[src/rtl/ecg_pkg.sv]
// ============================================================================
//  Module   : ecg_pkg
//  Brief    : Shared types and frame constants for the ECG SPI ADC reader.
//  Revision : 1.0
// ============================================================================
`default_nettype none

package ecg_pkg;

  localparam int FRAME_BITS = 16;
  localparam int LEAD_ZEROS = 4;
  localparam int DATA_BITS  = 12;

  typedef enum logic [1:0] {
    ST_IDLE  = 2'd0,
    ST_SHIFT = 2'd1,
    ST_DONE  = 2'd2,
    ST_QUIET = 2'd3
  } state_t;

  // A frame is trusted only if the converter's leading zeros arrived intact.
  function automatic logic lead_ok(input logic [FRAME_BITS-1:0] frame);
    return frame[FRAME_BITS-1 -: LEAD_ZEROS] == '0;
  endfunction

endpackage

`default_nettype wire

[src/rtl/spi_sclk_divider.sv]
// ============================================================================
//  Module   : spi_sclk_divider
//  Brief    : SCLK half-period generator with rise/fall strobes; idles high.
//  Revision : 1.0
// ============================================================================
`default_nettype none

module spi_sclk_divider #(
  parameter int CLK_DIV = 4
) (
  input  logic clk,
  input  logic rst,
  input  logic i_run,
  output logic o_sclk,
  output logic o_rise,
  output logic o_fall,
  output logic o_pre_edge
);

  localparam int             c_cnt_w  = (CLK_DIV > 2) ? $clog2(CLK_DIV) : 1;
  localparam logic [c_cnt_w-1:0] c_reload = c_cnt_w'(CLK_DIV - 1);

  logic [c_cnt_w-1:0] r_cnt;
  logic               r_sclk;
  logic               w_edge;

  // Strobes mark the clk edge that will drive the next SCLK level.
  assign w_edge     = i_run && (r_cnt == '0);
  assign o_rise     = w_edge && !r_sclk;
  assign o_fall     = w_edge && r_sclk;
  assign o_pre_edge = i_run && (r_cnt == c_cnt_w'(1));
  assign o_sclk     = r_sclk;

  always_ff @(posedge clk or posedge rst) begin
    if (rst) begin
      r_cnt  <= '0;
      r_sclk <= 1'b1;
    end else if (!i_run) begin
      r_cnt  <= '0;
      r_sclk <= 1'b1;
    end else if (w_edge) begin
      r_cnt  <= c_reload;
      r_sclk <= ~r_sclk;
    end else begin
      r_cnt  <= r_cnt - 1'b1;
    end
  end

endmodule

`default_nettype wire

[src/rtl/ecg_spi_adc_reader.sv]
// ============================================================================
//  Module   : ecg_spi_adc_reader
//  Brief    : Fixed-rate SPI reader for a 12-bit serial ECG ADC (AD7476A class).
//  Revision : 1.0
// ============================================================================
`default_nettype none

module ecg_spi_adc_reader
  import ecg_pkg::*;
#(
  parameter int CLK_DIV       = 4,
  parameter int SAMPLE_PERIOD = 100000,
  parameter int QUIET_CYCLES  = 8
) (
  input  logic                        clk,
  input  logic                        rst,
  input  logic                        i_enable,
  input  logic                        i_sdata,
  output logic                        o_csn,
  output logic                        o_sclk,
  output logic [DATA_BITS-1:0]        o_sample,
  output logic [DATA_BITS+LEAD_ZEROS-1:0] o_level,
  output logic                        o_sample_valid,
  output logic                        o_frame_error,
  output logic                        o_missed,
  output logic                        o_busy
);

  localparam int c_timer_w = (SAMPLE_PERIOD > 2) ? $clog2(SAMPLE_PERIOD) : 1;
  localparam int c_bit_w   = $clog2(FRAME_BITS + 1);
  localparam int c_quiet_w = (QUIET_CYCLES > 2) ? $clog2(QUIET_CYCLES) : 1;
  localparam logic [c_timer_w-1:0] c_tick_val   = c_timer_w'(SAMPLE_PERIOD - 1);
  localparam logic [c_quiet_w-1:0] c_quiet_load = c_quiet_w'((QUIET_CYCLES > 0) ? QUIET_CYCLES - 1 : 0);

  if (CLK_DIV < 2) begin : g_chk_clk_div
    $error("ecg_spi_adc_reader: CLK_DIV must be at least 2");
  end
  if (SAMPLE_PERIOD <= 1 + 2 * FRAME_BITS * CLK_DIV + QUIET_CYCLES) begin : g_chk_period
    $error("ecg_spi_adc_reader: SAMPLE_PERIOD too short for one frame plus quiet time");
  end

  state_t                  r_state;
  logic [c_timer_w-1:0]    r_timer;
  logic [c_bit_w-1:0]      r_bit_cnt;
  logic [c_quiet_w-1:0]    r_quiet;
  logic [FRAME_BITS-1:0]   r_shreg;
  logic [DATA_BITS-1:0]    r_sample;
  logic                    r_csn;
  logic                    r_sample_valid;
  logic                    r_frame_error;
  logic                    r_missed;
  logic                    r_busy;

  logic w_tick;
  logic w_run;
  logic w_sclk;
  logic w_rise;
  logic w_fall;
  logic w_pre_edge;

  assign w_tick = (r_timer == c_tick_val);
  assign w_run  = (r_state == ST_SHIFT);

  spi_sclk_divider #(
    .CLK_DIV (CLK_DIV)
  ) u_sclk_div (
    .clk        (clk),
    .rst        (rst),
    .i_run      (w_run),
    .o_sclk     (w_sclk),
    .o_rise     (w_rise),
    .o_fall     (w_fall),
    .o_pre_edge (w_pre_edge)
  );

  always_ff @(posedge clk or posedge rst) begin
    if (rst) begin
      r_state        <= ST_IDLE;
      r_timer        <= '0;
      r_bit_cnt      <= '0;
      r_quiet        <= '0;
      r_shreg        <= '0;
      r_sample       <= '0;
      r_csn          <= 1'b1;
      r_sample_valid <= 1'b0;
      r_frame_error  <= 1'b0;
      r_missed       <= 1'b0;
      r_busy         <= 1'b0;
    end else begin
      r_sample_valid <= 1'b0;
      r_frame_error  <= 1'b0;

      if (w_tick) begin
        r_timer <= '0;
        if (r_state != ST_IDLE) begin
          r_missed <= 1'b1;
        end
      end else begin
        r_timer <= r_timer + 1'b1;
      end

      if (w_rise) begin
        r_shreg <= {r_shreg[FRAME_BITS-2:0], i_sdata};
      end

      case (r_state)
        ST_IDLE: begin
          if (w_tick && i_enable) begin
            r_state   <= ST_SHIFT;
            r_csn     <= 1'b0;
            r_busy    <= 1'b1;
            r_bit_cnt <= '0;
          end
        end
        ST_SHIFT: begin
          if (w_rise) begin
            r_bit_cnt <= r_bit_cnt + 1'b1;
          end
          // Leave one cycle before the 17th fall would be driven, so CSn rises
          // exactly at the end of the last high phase.
          if ((r_bit_cnt == c_bit_w'(FRAME_BITS)) && w_pre_edge) begin
            r_state <= ST_DONE;
            r_csn   <= 1'b1;
          end
        end
        ST_DONE: begin
          if (lead_ok(r_shreg)) begin
            r_sample       <= r_shreg[DATA_BITS-1:0];
            r_sample_valid <= 1'b1;
          end else begin
            r_frame_error  <= 1'b1;
          end
          if (QUIET_CYCLES == 0) begin
            r_state <= ST_IDLE;
            r_busy  <= 1'b0;
          end else begin
            r_state <= ST_QUIET;
            r_quiet <= c_quiet_load;
          end
        end
        ST_QUIET: begin
          if (r_quiet == '0) begin
            r_state <= ST_IDLE;
            r_busy  <= 1'b0;
          end else begin
            r_quiet <= r_quiet - 1'b1;
          end
        end
        default: begin
          r_state <= ST_IDLE;
          r_busy  <= 1'b0;
          r_csn   <= 1'b1;
        end
      endcase
    end
  end

  assign o_csn          = r_csn;
  assign o_sclk         = w_sclk;
  assign o_sample       = r_sample;
  assign o_level        = {r_sample, {LEAD_ZEROS{1'b0}}};
  assign o_sample_valid = r_sample_valid;
  assign o_frame_error  = r_frame_error;
  assign o_missed       = r_missed;
  assign o_busy         = r_busy;

endmodule

`default_nettype wire
[config.mk]
export PLATFORM = sky130hd
export DESIGN_NAME = ecg_spi_adc_reader
export DESIGN_NICKNAME = d
export VERILOG_FILES = /design/src/rtl/ecg_pkg.sv /design/src/rtl/spi_sclk_divider.sv /design/src/rtl/ecg_spi_adc_reader.sv
export SDC_FILE = /design/constraint.sdc
export NUM_CORES = 1
export LEC_CHECK = 0
export CAP_MARGIN = 20
export CELL_PAD_IN_SITES_DETAIL_PLACEMENT = 2
export CELL_PAD_IN_SITES_GLOBAL_PLACEMENT = 2
export CORE_MARGIN = 2
export CORE_UTILIZATION = 33
export CTS_CLUSTER_DIAMETER = 50
export DETAILED_ROUTE_END_ITERATION = 8
export GPL_ROUTABILITY_DRIVEN = 0
export PLACE_DENSITY_LB_ADDON = 0.1
export SYNTH_ARGS = -nofsm -noshare
export SYNTH_HDL_FRONTEND = slang
export SYNTH_SLANG_ARGS = --single-unit
[constraint.sdc]
create_clock -name clk -period 1.7 [get_ports clk]
set_input_delay 0.17 -clock clk [delete_from_list [all_inputs] [get_ports clk]]
set_output_delay 0.17 -clock clk [all_outputs]
set_load 0.02 [all_outputs]
Word-level counts from Yosys, hierarchy flattened
Index checks and enable logic that the tools add are counted.
{ "op_classes": {"addsub": 4, "n_eq_ne": 12, "mux": 24, "n_bitwise": 1, "reduce_logical": 21} }
{ "ops": {"columns": ["operator", "count"], "rows": [
  ["$add A17 B1 Y17 const B", 1],
  ["$eq A17 B17 Y1 const B", 1],
  ["$mux W17", 1],
  ["$ne A2 B2 Y1 const B", 6],
  ["$reduce_and A3 Y1", 4],
  ["$mux W1", 10],
  ["$mux W2", 5],
  ["$mux W5", 2],
  ["$pmux W5 S2", 1],
  ["$pmux W2 S4", 1],
  ["$reduce_bool A2 Y1", 4],
  ["$pmux W3 S2", 1],
  ["$reduce_and A2 Y1", 3],
  ["$add A5 B1 Y5 const B", 1],
  ["$eq A5 B5 Y1 const B", 1],
  ["$logic_and A1 B1 Y1", 5],
  ["$eq A2 B1 Y1 const B", 2],
  ["$eq A2 B2 Y1 const B", 2],
  ["$logic_not A2 Y1", 2],
  ["$logic_not A4 Y1", 1],
  ["$pmux W1 S2", 2],
  ["$logic_not A3 Y1", 1],
  ["$mux W3", 1],
  ["$sub A3 B1 Y3 const B", 1],
  ["3 further kinds", 3]
]} }
{ "totals": {"regBits": 63, "in_bits": 4, "wordCells": 75} }

Longest topological paths before layout
Gate-level depths: netlist of run 1.
{ "depth": {"word_depth": 5, "depth_mapped": 7, "depth_no_buf": 6} }

Cells and area by module
A second synthesis of run 1 with hierarchy kept.
{ "unflattened": {"hier_cells": 277, "area_unflattened_um2": 3130.5} }
{ "by_module_without_submodules": {"columns": ["mod", "instances", "cells_per_inst", "area_per_inst_um2", "seq_area_each_um2"], "rows": [
  ["ecg_spi_adc_reader", 1, 261, 2970.3, 1502.7],
  ["spi_sclk_divider", 1, 16, 160.2, 76.3]
]} }

Least setup slack after synthesis of run 1
Ideal clock, no wire load.
{ "synth_path": {"path_type": "register -> register", "from": "reg u_sclk_div.r_cnt[0]", "to": "reg r_shreg[0]", "setup_time_ps": 125, "arrival_time_ps": 1642, "required_time_ps": 1575, "setup_slack_ps": -66, "path_stages_with_launch": 8, "path_buffers": 2, "synth_period_minus_slack_ps": 1766, "cell_sequence": "dfrtp_1 -> inv_1 -> ha_1 -> nor2b_1 -> buf_2 -> nand2_1 -> buf_2 -> mux2_2"} }
{ "synth_via": {"elab_chain_cells": 3} }
{ "synth_rtl": {"columns": ["item", "line_no", "source"], "rows": [
  ["start, declared", "spi_sclk_divider.sv:23", "logic [c_cnt_w-1:0] r_cnt;"],
  ["start signal, assigned", "spi_sclk_divider.sv:42", "r_cnt <= c_reload;"],
  ["start signal, assigned", "spi_sclk_divider.sv:45", "r_cnt <= r_cnt - 1'b1;"],
  ["$logic_not A2 Y1", "spi_sclk_divider.sv:28", "assign w_edge = i_run && (r_cnt == '0);"],
  ["$logic_and A1 B1 Y1", "spi_sclk_divider.sv:28", null],
  ["$logic_and A1 B1 Y1", "spi_sclk_divider.sv:29", "assign o_rise = w_edge && !r_sclk;"],
  ["end signal, assigned", "ecg_spi_adc_reader.sv:103", "r_shreg <= {r_shreg[FRAME_BITS-2:0], i_sdata};"],
  ["end, declared", "ecg_spi_adc_reader.sv:46", "logic [FRAME_BITS-1:0] r_shreg;"]
]} }
No other way between the ends.
A chain may end at the register's enable or synchronous reset.

Final worst setup path of run 1
{ "layout_path": {"from": "reg r_timer[5]", "to": "reg r_state[1]"} }
{ "layout_via": {"elab_chain_cells": 4} }
{ "layout_rtl": {"columns": ["item", "line_no", "source"], "rows": [
  ["start, declared", "ecg_spi_adc_reader.sv:43", "logic [c_timer_w-1:0] r_timer;"],
  ["start signal, assigned", "ecg_spi_adc_reader.sv:99", "r_timer <= r_timer + 1'b1;"],
  ["$eq A17 B17 Y1", "ecg_spi_adc_reader.sv:61", "assign w_tick = (r_timer == c_tick_val);"],
  ["$logic_and A1 B1 Y1", "ecg_spi_adc_reader.sv:108", "if (w_tick && i_enable) begin"],
  ["$ne A2 B2 Y1 (no line)", null, null],
  ["$reduce_and A3 Y1 (no line)", null, null],
  ["end signal, assigned", "ecg_spi_adc_reader.sv:78", "r_state <= ST_IDLE;"],
  ["end signal, assigned", "ecg_spi_adc_reader.sv:109", "r_state <= ST_SHIFT;"],
  ["end signal, assigned", "ecg_spi_adc_reader.sv:122", "r_state <= ST_DONE;"],
  ["end, declared", "ecg_spi_adc_reader.sv:42", "state_t r_state;"]
]} }
No other way between the ends.

==> run summary, run 1 <==
status: completed
worst vdd ir: 317 µV
drt first pass iters: 4
post-layout worst setup margin: 0.0453 ns
Area Overhead vs Synth: 31.0%
number of global-route vias before repair: 2423
All-Layer GR Usage: 0.156
clock tree sinks: 63
Max-slew headroom: 0.662
Yosys reg bits: 63
unrepaired setup endpoints after global routing: yes
I/O Buffers: 33
max_cap viols: 0
first-pass GRT wire length: 12100 µm
Final Hold Vio Count: 0
Critical Path Fanout Max: 4
final setup TNS: 0 ns
diodes inserted: 0
clk slew on worst S/H paths: 0.08 ns
Cell Pwr Density: 722 nW/µm²
clock latency on the worst-skew pair: 0.35 ns
Max Slew Vio Count: 0
GR Overflow Total: 0
final instance area: 3990 µm²
clock share of power: 0.450
# rows: 35
htree depth: 3
Worst path top cell family by delay: simple AND/OR/NAND/NOR gates
Synth Instances: 258
HPWL after DPL: 5160 µm
initial core utilization: 0.334
final WL: 7100 µm
WP buf/inv: 0
die height: 100 µm
Worst-Margin Slew: 0.506 ns
Final ANT Viol Nets: 0
Yosys warnings: 0
Post-synth top flop: dfrtp_1
die area: 10000 µm²
core area: 9110 µm²
WP data arrival: 1.88 ns
Worst Skew: 0.0122 ns
pre-CTS setup slack: -0.0264 ns
crit share post-route: 0.973
Crit Path Category: reg2reg
drt initial violations: 42
layout cells sized above 1: 0.332
CTS max path bufs: 2
fin crit period: 1.65 ns
Area after DPL: 3750 µm²
mean post-synth cell area: 11.8 µm²
initial antenna violation count: 0
fill count: 963
Combinational Power Share: 0.025
Static Leak: 1.86 nW
most common cell after layout, fill and taps aside: dfrtp_1
routed vias/inst: 4.92
total CTS buffers: 9
ys async rst share: 1.00
residual DRC count: 0
Critical Path RT: 1.93 ns
fin nets: 342
Sw Ratio: 0.235
Final setup viols: 0
Worst path slowest cell: dfrtp_1
Final Power: 2.88 mW
post-synthesis cell area: 3050 µm²
Seq pwr share: 0.525
delay of the slowest critical-path stage: 0.42 ns
crit path launch type: flop
Unique masters post-synth: 48
Post-synth EDFFs: 0
register area share after synthesis: 0.518
Die W: 100 µm
DR vias: 2174
drt wl/cell: 16.1 µm
Top Ports: 38
Clock Tree Root: clkbuf_8
total internal power: 2.20 mW
FMAX: 604 MHz
Net Sw Power: 679 µW
WHS: 0.216 ns
CP cell instances: nor4bb_4 > and4_4 > o211a_1 > mux2_4
largest net degree at the start of global routing: 24
commonest non-fill, non-tap cells in the layout: dfrtp_1, buf_4, clkdlybuf4s50_1
endpoint type of the worst setup path: flop
CTS tree: yes
Hold Crit Class: in2async
## cell families (layout without fill, tap and decap cells)
family	after synthesis	count (layout)	share of synthesized area
buffers and inverters	41	111	0.0739
adders and majority gates	12	12	0.0493
DFF	63	63	0.518
and+or+nand+nor	68	68	0.135
other	1	4	0.00123
AOI/OAI and AO/OA	29	29	0.0711
xor gates and xnor gates	13	13	0.0374
muxes	31	31	0.114
## routing by layer
layer | global-route usage | wire, µm
met1 | 0.204 | 3350
met3 | 0.0383 | 169
met4 | 0.0590 | 80
met5 | 0 | 0
met2 | 0.251 | 3490
## flip-flops by register name (all words and copies together) (netlist names)
name	flops
o_busy	1
o_csn	1
o_frame_error	1
o_missed	1
o_sample	12
o_sample_valid	1
r_bit_cnt	5
r_quiet	3
r_shreg	16
r_state	2
r_timer	17
u_sclk_div.o_sclk	1
u_sclk_div.r_cnt	2
## worst register-to-register path, cell delays in order (launching register included)
cell      delay [ns]
dfrtp_1         0.42
nor4bb_4        0.31
and4_4          0.31
o211a_1         0.20
mux2_4          0.30
## synthesized netlist by cell type (all sizes together), types with 2 or more instances
cell | n | area share
clkbuf | 3 | 0.0037
dfstp | 2 | 0.017
and3 | 6 | 0.012
dfrtp | 61 | 0.50
buf | 21 | 0.049
nor4b | 2 | 0.0078
mux2i | 2 | 0.0066
mux2 | 29 | 0.11
a221o | 4 | 0.013
inv | 17 | 0.021
nor2b | 4 | 0.0082
a21oi | 8 | 0.013
nand2 | 14 | 0.017
nand4 | 7 | 0.014
nor3b | 3 | 0.0074
xor2 | 2 | 0.0058
nor2 | 7 | 0.0086
ha | 12 | 0.049
o21ai | 6 | 0.0099
nand3b | 2 | 0.0049
and4 | 2 | 0.0066
xnor2 | 11 | 0.032
nor3 | 7 | 0.011
nand3 | 7 | 0.011
## layout make-up
class	instances	area, µm²	area share
Clock inverter	6	61.3	0.0154
Timing Repair Buffer	78	711	0.178
Tap cell	111	139	0.0348
Sequential cell	63	1580	0.396
Clock buffer	10	128	0.0320
Inverter	17	67.6	0.0169
Multi-Input combinational cell	157	1310	0.327
## final timing paths
kind                             from  slack (ns)  cells after the start            to
max                        r_timer[5]        0.05                      4    r_state[1]
min                               rst        0.22                      2  r_bit_cnt[1]
max reg2reg                r_timer[5]        0.05                      4    r_state[1]
min reg2reg                  o_missed        0.47                      1      o_missed
max in group asynchronous         rst        0.98                      3  o_sample[11]
min in group clk              i_sdata        0.45                      2    r_shreg[0]
## power by group through the flow
stage | clock network, mW | logic [mW] | registers, mW
6_report | 1.30 | 0.0718 | 1.51
5_1_grt | 1.42 | 0.0823 | 1.52
4_1_cts | 1.35 | 0.0756 | 1.51
3_5_place_dp | 0 | 0.0754 | 1.54
3_3_place_gp | 0 | 0.0739 | 1.54
2_1_floorplan | 0 | 0.0465 | 1.54
## through the flow
| step | std cells | util |
|---|---|---|
| global placement | 425 | 0.411 |
| global route | 442 | 0.438 |
| CTS | 442 | 0.433 |
| floorplan | 261 | - |
| detailed placement | 425 | 0.411 |
| finish | 442 | 0.438 |
## timing repair
item,in CTS,in global routing
pin swaps,4,1
buffers inserted,1,0
hold buffers,0,0
resized for setup,4,12
endpoints found under the setup margin,20,27
(Power assumes the default switching activity.)
==> run 2: changes to the inputs <==
--- a/config.mk
+++ b/config.mk
@@ -8,6 +8,7 @@
 export CAP_MARGIN = 20
 export CELL_PAD_IN_SITES_DETAIL_PLACEMENT = 2
 export CELL_PAD_IN_SITES_GLOBAL_PLACEMENT = 2
+export CORE_ASPECT_RATIO = 0.75
 export CORE_MARGIN = 2
 export CORE_UTILIZATION = 33
 export CTS_CLUSTER_DIAMETER = 50
==> run summary, run 2 (synthesis results as in run 1) <==
placed insts: 427 (was 425)
number of global-route vias before repair: 2445 (was 2423)
max_cap viols: 0 (unchanged)
# rows: 30 (was 35)
FMAX: 592 MHz (was 604 MHz)
core area: 9010 µm² (was 9110 µm²)
WP data arrival: 1.90 ns (was 1.88 ns)
most common cell after layout, fill and taps aside: dfrtp_1 (unchanged)
Clock Tree Root: clkbuf_16 (was clkbuf_8)
status: completed (unchanged)
Crit Path Category: reg2reg (unchanged)
Critical Path Fanout Max: 5 (was 4)
fin nets: 345 (was 342)
CP cell instances: nor4bb_4 > and4_4 > o211a_1 > mux2_4 (unchanged)
HPWL after DPL: 5350 µm (was 5160 µm)
layout cells sized above 1: 0.321 (was 0.332)
final WL: 7680 µm (was 7100 µm)
Final ANT Viol Nets: 0 (unchanged)
worst vdd ir: 478 µV (was 317 µV)
unrepaired setup endpoints after global routing: yes (unchanged)
Worst path slowest cell: dfrtp_1 (unchanged)
die height: 87.2 µm (was 100 µm)
Max Slew Vio Count: 0 (unchanged)
Critical Path RT: 1.91 ns (was 1.93 ns)
diodes inserted: 0 (unchanged)
die area: 10000 µm² (about the same)
Worst Skew: 0.00697 ns (was 0.0122 ns)
residual DRC count: 0 (unchanged)
Final Power: 3.44 mW (was 2.88 mW)
delay of the slowest critical-path stage: 0.41 ns (was 0.42 ns)
GR Overflow Total: 0 (unchanged)
WHS: 0.150 ns (was 0.216 ns)
Reg with most FFs: r_timer (unchanged)
routed vias/inst: 4.94 (was 4.92)
drt initial violations: 57 (was 42)
Final setup viols: 0 (unchanged)
All-Layer GR Usage: 0.169 (was 0.156)
I/O Buffers: 33 (unchanged)
max FFs per register: 17 (unchanged)
crit share post-route: 0.993 (was 0.973)
Util after Layout: 0.457 (was 0.438)
post-layout worst setup margin: 0.0115 ns (was 0.0453 ns)
Area Overhead vs Synth: 35.1% (was 31.0%)
FF-to-FF setup slack: 0.01 ns (was 0.05 ns)
clock tree sinks: 63 (unchanged)
CTS tree: yes (unchanged)
crit path launch type: flop (unchanged)
total CTS buffers: 9 (unchanged)
htree depth: 3 (unchanged)
WP buf/inv: 0 (unchanged)
hold_buf cts: 0 (unchanged)
commonest non-fill, non-tap cells in the layout: dfrtp_1, buf_4, clkdlybuf4s50_1 (unchanged)
initial core utilization: 0.338 (was 0.334)
largest net degree at the start of global routing: 43 (was 24)
Die W: 115 µm (was 100 µm)
Layout Cells excl Fill: 445 (was 442)
Hold Crit Class: in2async (unchanged)
endpoint type of the worst setup path: flop (unchanged)
first-pass GRT wire length: 12600 µm (was 12100 µm)
clock latency on the worst-skew pair: 0.33 ns (was 0.35 ns)
fill count: 924 (was 963)
Top Ports: 38 (unchanged)
Static Leak: 1.90 nW (was 1.86 nW)
drt wl/cell: 17.3 µm (was 16.1 µm)
drt first pass iters: 6 (was 4)
initial antenna violation count: 0 (unchanged)
DR vias: 2198 (was 2174)
CTS max path bufs: 2 (unchanged)
fin crit period: 1.69 ns (was 1.65 ns)
Cell Pwr Density: 834 nW/µm² (was 722 nW/µm²)
Final Hold Vio Count: 0 (unchanged)
clk slew on worst S/H paths: 0.05 ns (was 0.08 ns)
pre-CTS setup slack: -0.120 ns (was -0.0264 ns)
Worst path top cell family by delay: simple AND/OR/NAND/NOR gates (unchanged)
run 2: power breakdown:
part           internal (mW)  total (mW)  switching, mW
Combinational         0.0215      0.0687         0.0472
Clock                   1.20        1.85          0.643
Sequential              1.51        1.52        0.00834
run 2: layer usage:
metal | GRT usage | share of wire
met1 | 0.219 | 0.46
met4 | 0.0526 | 0.0094
met3 | 0.0508 | 0.027
met5 | 0 | 0
met2 | 0.273 | 0.50
run 2: area by class of cell:
class | instances | area (µm²) | area share
clock buffers | 12 | 256 | 0.0623
multi-input cells | 157 | 1300 | 0.316
well taps | 112 | 140 | 0.0340
repair buffers | 81 | 731 | 0.178
inverters | 17 | 67.6 | 0.0164
flip-flops and latches | 63 | 1580 | 0.384
clock inverters | 3 | 42.5 | 0.0103
run 2: through the flow:
stage          cell area, µm²  TNS [ns]
2_1_floorplan            3070         0
3_3_place_gp             3750  -0.00506
3_5_place_dp             3750    -0.743
4_1_cts                  4070         0
5_1_grt                  4120    -0.180
6_report                 4120         0
run 2: worst paths after layout:
check / cells past startpoint / to / startpoint
max: 4 / r_state[1] / r_timer[6]
min: 2 / r_timer[7] / rst
max reg2reg: 4 / r_state[1] / r_timer[6]
min reg2reg: 1 / o_missed / o_missed
max in group asynchronous: 3 / u_sclk_div.o_sclk / rst
min in group clk: 1 / o_missed / o_missed
run 2: repair_timing:
item | in CTS | in global routing
setup endpoints to repair | 8 | 10
gates resized for setup | 4 | 6
pin swaps | 2 | 12
endpoints found under the hold margin | 0 | 0
buffers inserted | 1 | 2
==> run 3: changes to the inputs <==
--- a/config.mk
+++ b/config.mk
@@ -10,8 +10,8 @@
 export CELL_PAD_IN_SITES_GLOBAL_PLACEMENT = 2
 export CORE_ASPECT_RATIO = 0.75
 export CORE_MARGIN = 2
-export CORE_UTILIZATION = 33
-export CTS_CLUSTER_DIAMETER = 50
+export CORE_UTILIZATION = 40
+export CTS_CLUSTER_DIAMETER = 150
 export DETAILED_ROUTE_END_ITERATION = 8
 export GPL_ROUTABILITY_DRIVEN = 0
 export PLACE_DENSITY_LB_ADDON = 0.1
==> constraint.sdc (replaced) <==
create_clock -name clk -period 1.95 [get_ports clk]
set_input_delay 0.195 -clock clk [delete_from_list [all_inputs] [get_ports clk]]
set_output_delay 0.195 -clock clk [all_outputs]
set_load 0.02 [all_outputs]
==> run summary, run 3 (synthesis results as in run 1) <==
Sequential Area: 1580 µm² (unchanged)
worst r2r src: r_timer[0] (was r_timer[6])
Layout Cells excl Fill: 403 (was 445)
fill count: 777 (was 924)
die area: 8340 µm² (was 10000 µm²)
FMAX: 543 MHz (was 592 MHz)
unrepaired setup endpoints after global routing: no (was yes)
fin crit period: 1.84 ns (was 1.69 ns)
reg2reg end: r_state[1] (unchanged)
Multi-input gate area: 1270 µm² (was 1300 µm²)
WP data arrival: 2.07 ns (was 1.90 ns)
clock latency on the worst-skew pair: 0.34 ns (was 0.33 ns)
DR vias: 2042 (was 2198)
FF-to-FF setup slack: 0.11 ns (was 0.01 ns)
commonest non-fill, non-tap cells in the layout: dfrtp_1, clkdlybuf4s50_1, mux2_2 (was dfrtp_1, buf_4, clkdlybuf4s50_1)
clk slew on worst S/H paths: 0.08 ns (was 0.05 ns)
Reg with most FFs: r_timer (unchanged)
Final Hold Vio Count: 0 (unchanged)
Worst Skew: 0.00690 ns (was 0.00697 ns)
routed vias/inst: 5.07 (was 4.94)
diodes inserted: 0 (unchanged)
initial antenna violation count: 0 (unchanged)
postcts setup bufs: 0 (was 1)
first-pass GRT wire length: 12000 µm (was 12600 µm)
max FFs per register: 17 (unchanged)
drt first pass iters: 4 (was 6)
final WL: 7030 µm (was 7680 µm)
Combinational Power Share: 0.024 (was 0.020)
drt initial violations: 31 (was 57)
Worst R2R Path Depth: 5 (was 4)
max_cap viols: 0 (unchanged)
Die W: 105 µm (was 115 µm)
total internal power: 1.94 mW (was 2.74 mW)
Cell Pwr Density: 687 nW/µm² (was 834 nW/µm²)
final setup TNS: 0 ns (unchanged)
clock share of power: 0.457 (was 0.538)
Crit Path Category: reg2reg (unchanged)
crit share post-route: 0.944 (was 0.993)
total CTS buffers: 9 (unchanged)
initial core utilization: 0.414 (was 0.338)
crit path launch type: flop (unchanged)
endpoint type of the worst setup path: flop (unchanged)
Critical Path RT: 2.18 ns (was 1.91 ns)
drt wl/cell: 17.4 µm (was 17.3 µm)
largest net degree at the start of global routing: 26 (was 43)
worst vdd ir: 384 µV (was 478 µV)
Seq pwr share: 0.519 (was 0.442)
Sw Ratio: 0.238 (was 0.203)
HPWL after DPL: 5050 µm (was 5350 µm)
clock tree sinks: 63 (unchanged)
die height: 79.6 µm (was 87.2 µm)
Clock Tree Root: clkbuf_8 (was clkbuf_16)
Top Ports: 38 (unchanged)
status: completed (unchanged)
residual DRC count: 0 (unchanged)
Critical Path Fanout Max: 4 (was 5)
Final setup viols: 0 (unchanged)
core area: 7360 µm² (was 9010 µm²)
Area after DPL: 3490 µm² (was 3750 µm²)
final instance area: 3700 µm² (was 4120 µm²)
Hold Crit Class: in2async (unchanged)
CTS max path bufs: 2 (unchanged)
htree depth: 3 (unchanged)
Max Slew Vio Count: 0 (unchanged)
Net Sw Power: 607 µW (was 699 µW)
All-Layer GR Usage: 0.184 (was 0.169)
placed insts: 387 (was 427)
number of global-route vias before repair: 2300 (was 2445)
Final ANT Viol Nets: 0 (unchanged)
fin nets: 313 (was 345)
Static Leak: 1.68 nW (was 1.90 nW)
most common cell after layout, fill and taps aside: dfrtp_1 (unchanged)
layout cells sized above 1: 0.235 (was 0.321)
I/O Buffers: 33 (unchanged)
# rows: 27 (was 30)
CTS tree: yes (unchanged)
Area Overhead vs Synth: 21.6% (was 35.1%)
GR Overflow Total: 0 (unchanged)
==> run 3: area by class of cell <==
type,count,share of cell area
flip-flops and latches,63,0.426
clock inverters,7,0.0216
repair buffers,49,0.125
clock buffers,9,0.0334
well taps,101,0.0341
multi-input cells,157,0.342
inverters,17,0.0172
==> run 3: stage by stage <==
stage	utilization	setup WS, ns	hold slack [ns]	power [mW]
final	0.503	0.109	0.197	2.55
after global routing	0.503	0.00647	0.215	2.65
after CTS	0.501	0.0857	0.192	2.59
after detailed placement	0.473	0.116	0.448	1.41
after global placement	0.473	0.199	0.443	1.41
after floorplan	-	0.184	0.346	1.38
==> run 3: timing repair <==
item | CTS | global route
endpoints found under the setup margin | 0 | 2
hold buffers | 0 | 0
resized for setup | 0 | 2
hold endpoints to repair | 0 | 0
==> run 3: critical path, cell delays in order (launching register included) <==
cell and delay (ns):
dfrtp_1 0.41, ha_1 0.19, and4_4 0.25, and4_1 0.32, o211a_1 0.21, mux2_2 0.34
==> run 3: worst max path at each step <==
| stage | end | depth (start not counted) | slack [ns] | startpoint |
|---|---|---|---|---|
| 6_report | r_state[1] | 5 | 0.11 | r_timer[0] |
| 5_1_grt | r_state[1] | 6 | 0.006 | u_sclk_div.r_cnt[1] |
| 4_1_cts | o_csn | 6 | 0.09 | r_timer[0] |
| 3_5_place_dp | r_bit_cnt[3] | 5 | 0.12 | r_timer[0] |
| 3_3_place_gp | r_shreg[7] | 7 | 0.20 | u_sclk_div.r_cnt[0] |
| 2_1_floorplan | r_shreg[0] | 7 | 0.18 | u_sclk_div.r_cnt[0] |
==> run 3: power by group through the flow <==
stage | clock network (mW) | logic [mW] | registers, mW
after floorplan | 0 | 0.0401 | 1.34
after global routing | 1.26 | 0.0681 | 1.32
final | 1.16 | 0.0605 | 1.32
after CTS | 1.21 | 0.0626 | 1.32
after global placement | 0 | 0.0607 | 1.35
after detailed placement | 0 | 0.0626 | 1.35
==> run 3: metal layers <==
layer / track usage / part of all wire
met1: 0.236 / 0.47
met2: 0.316 / 0.50
met3: 0.0441 / 0.023
met4: 0.0440 / 0.0080
met5: 0 / 0
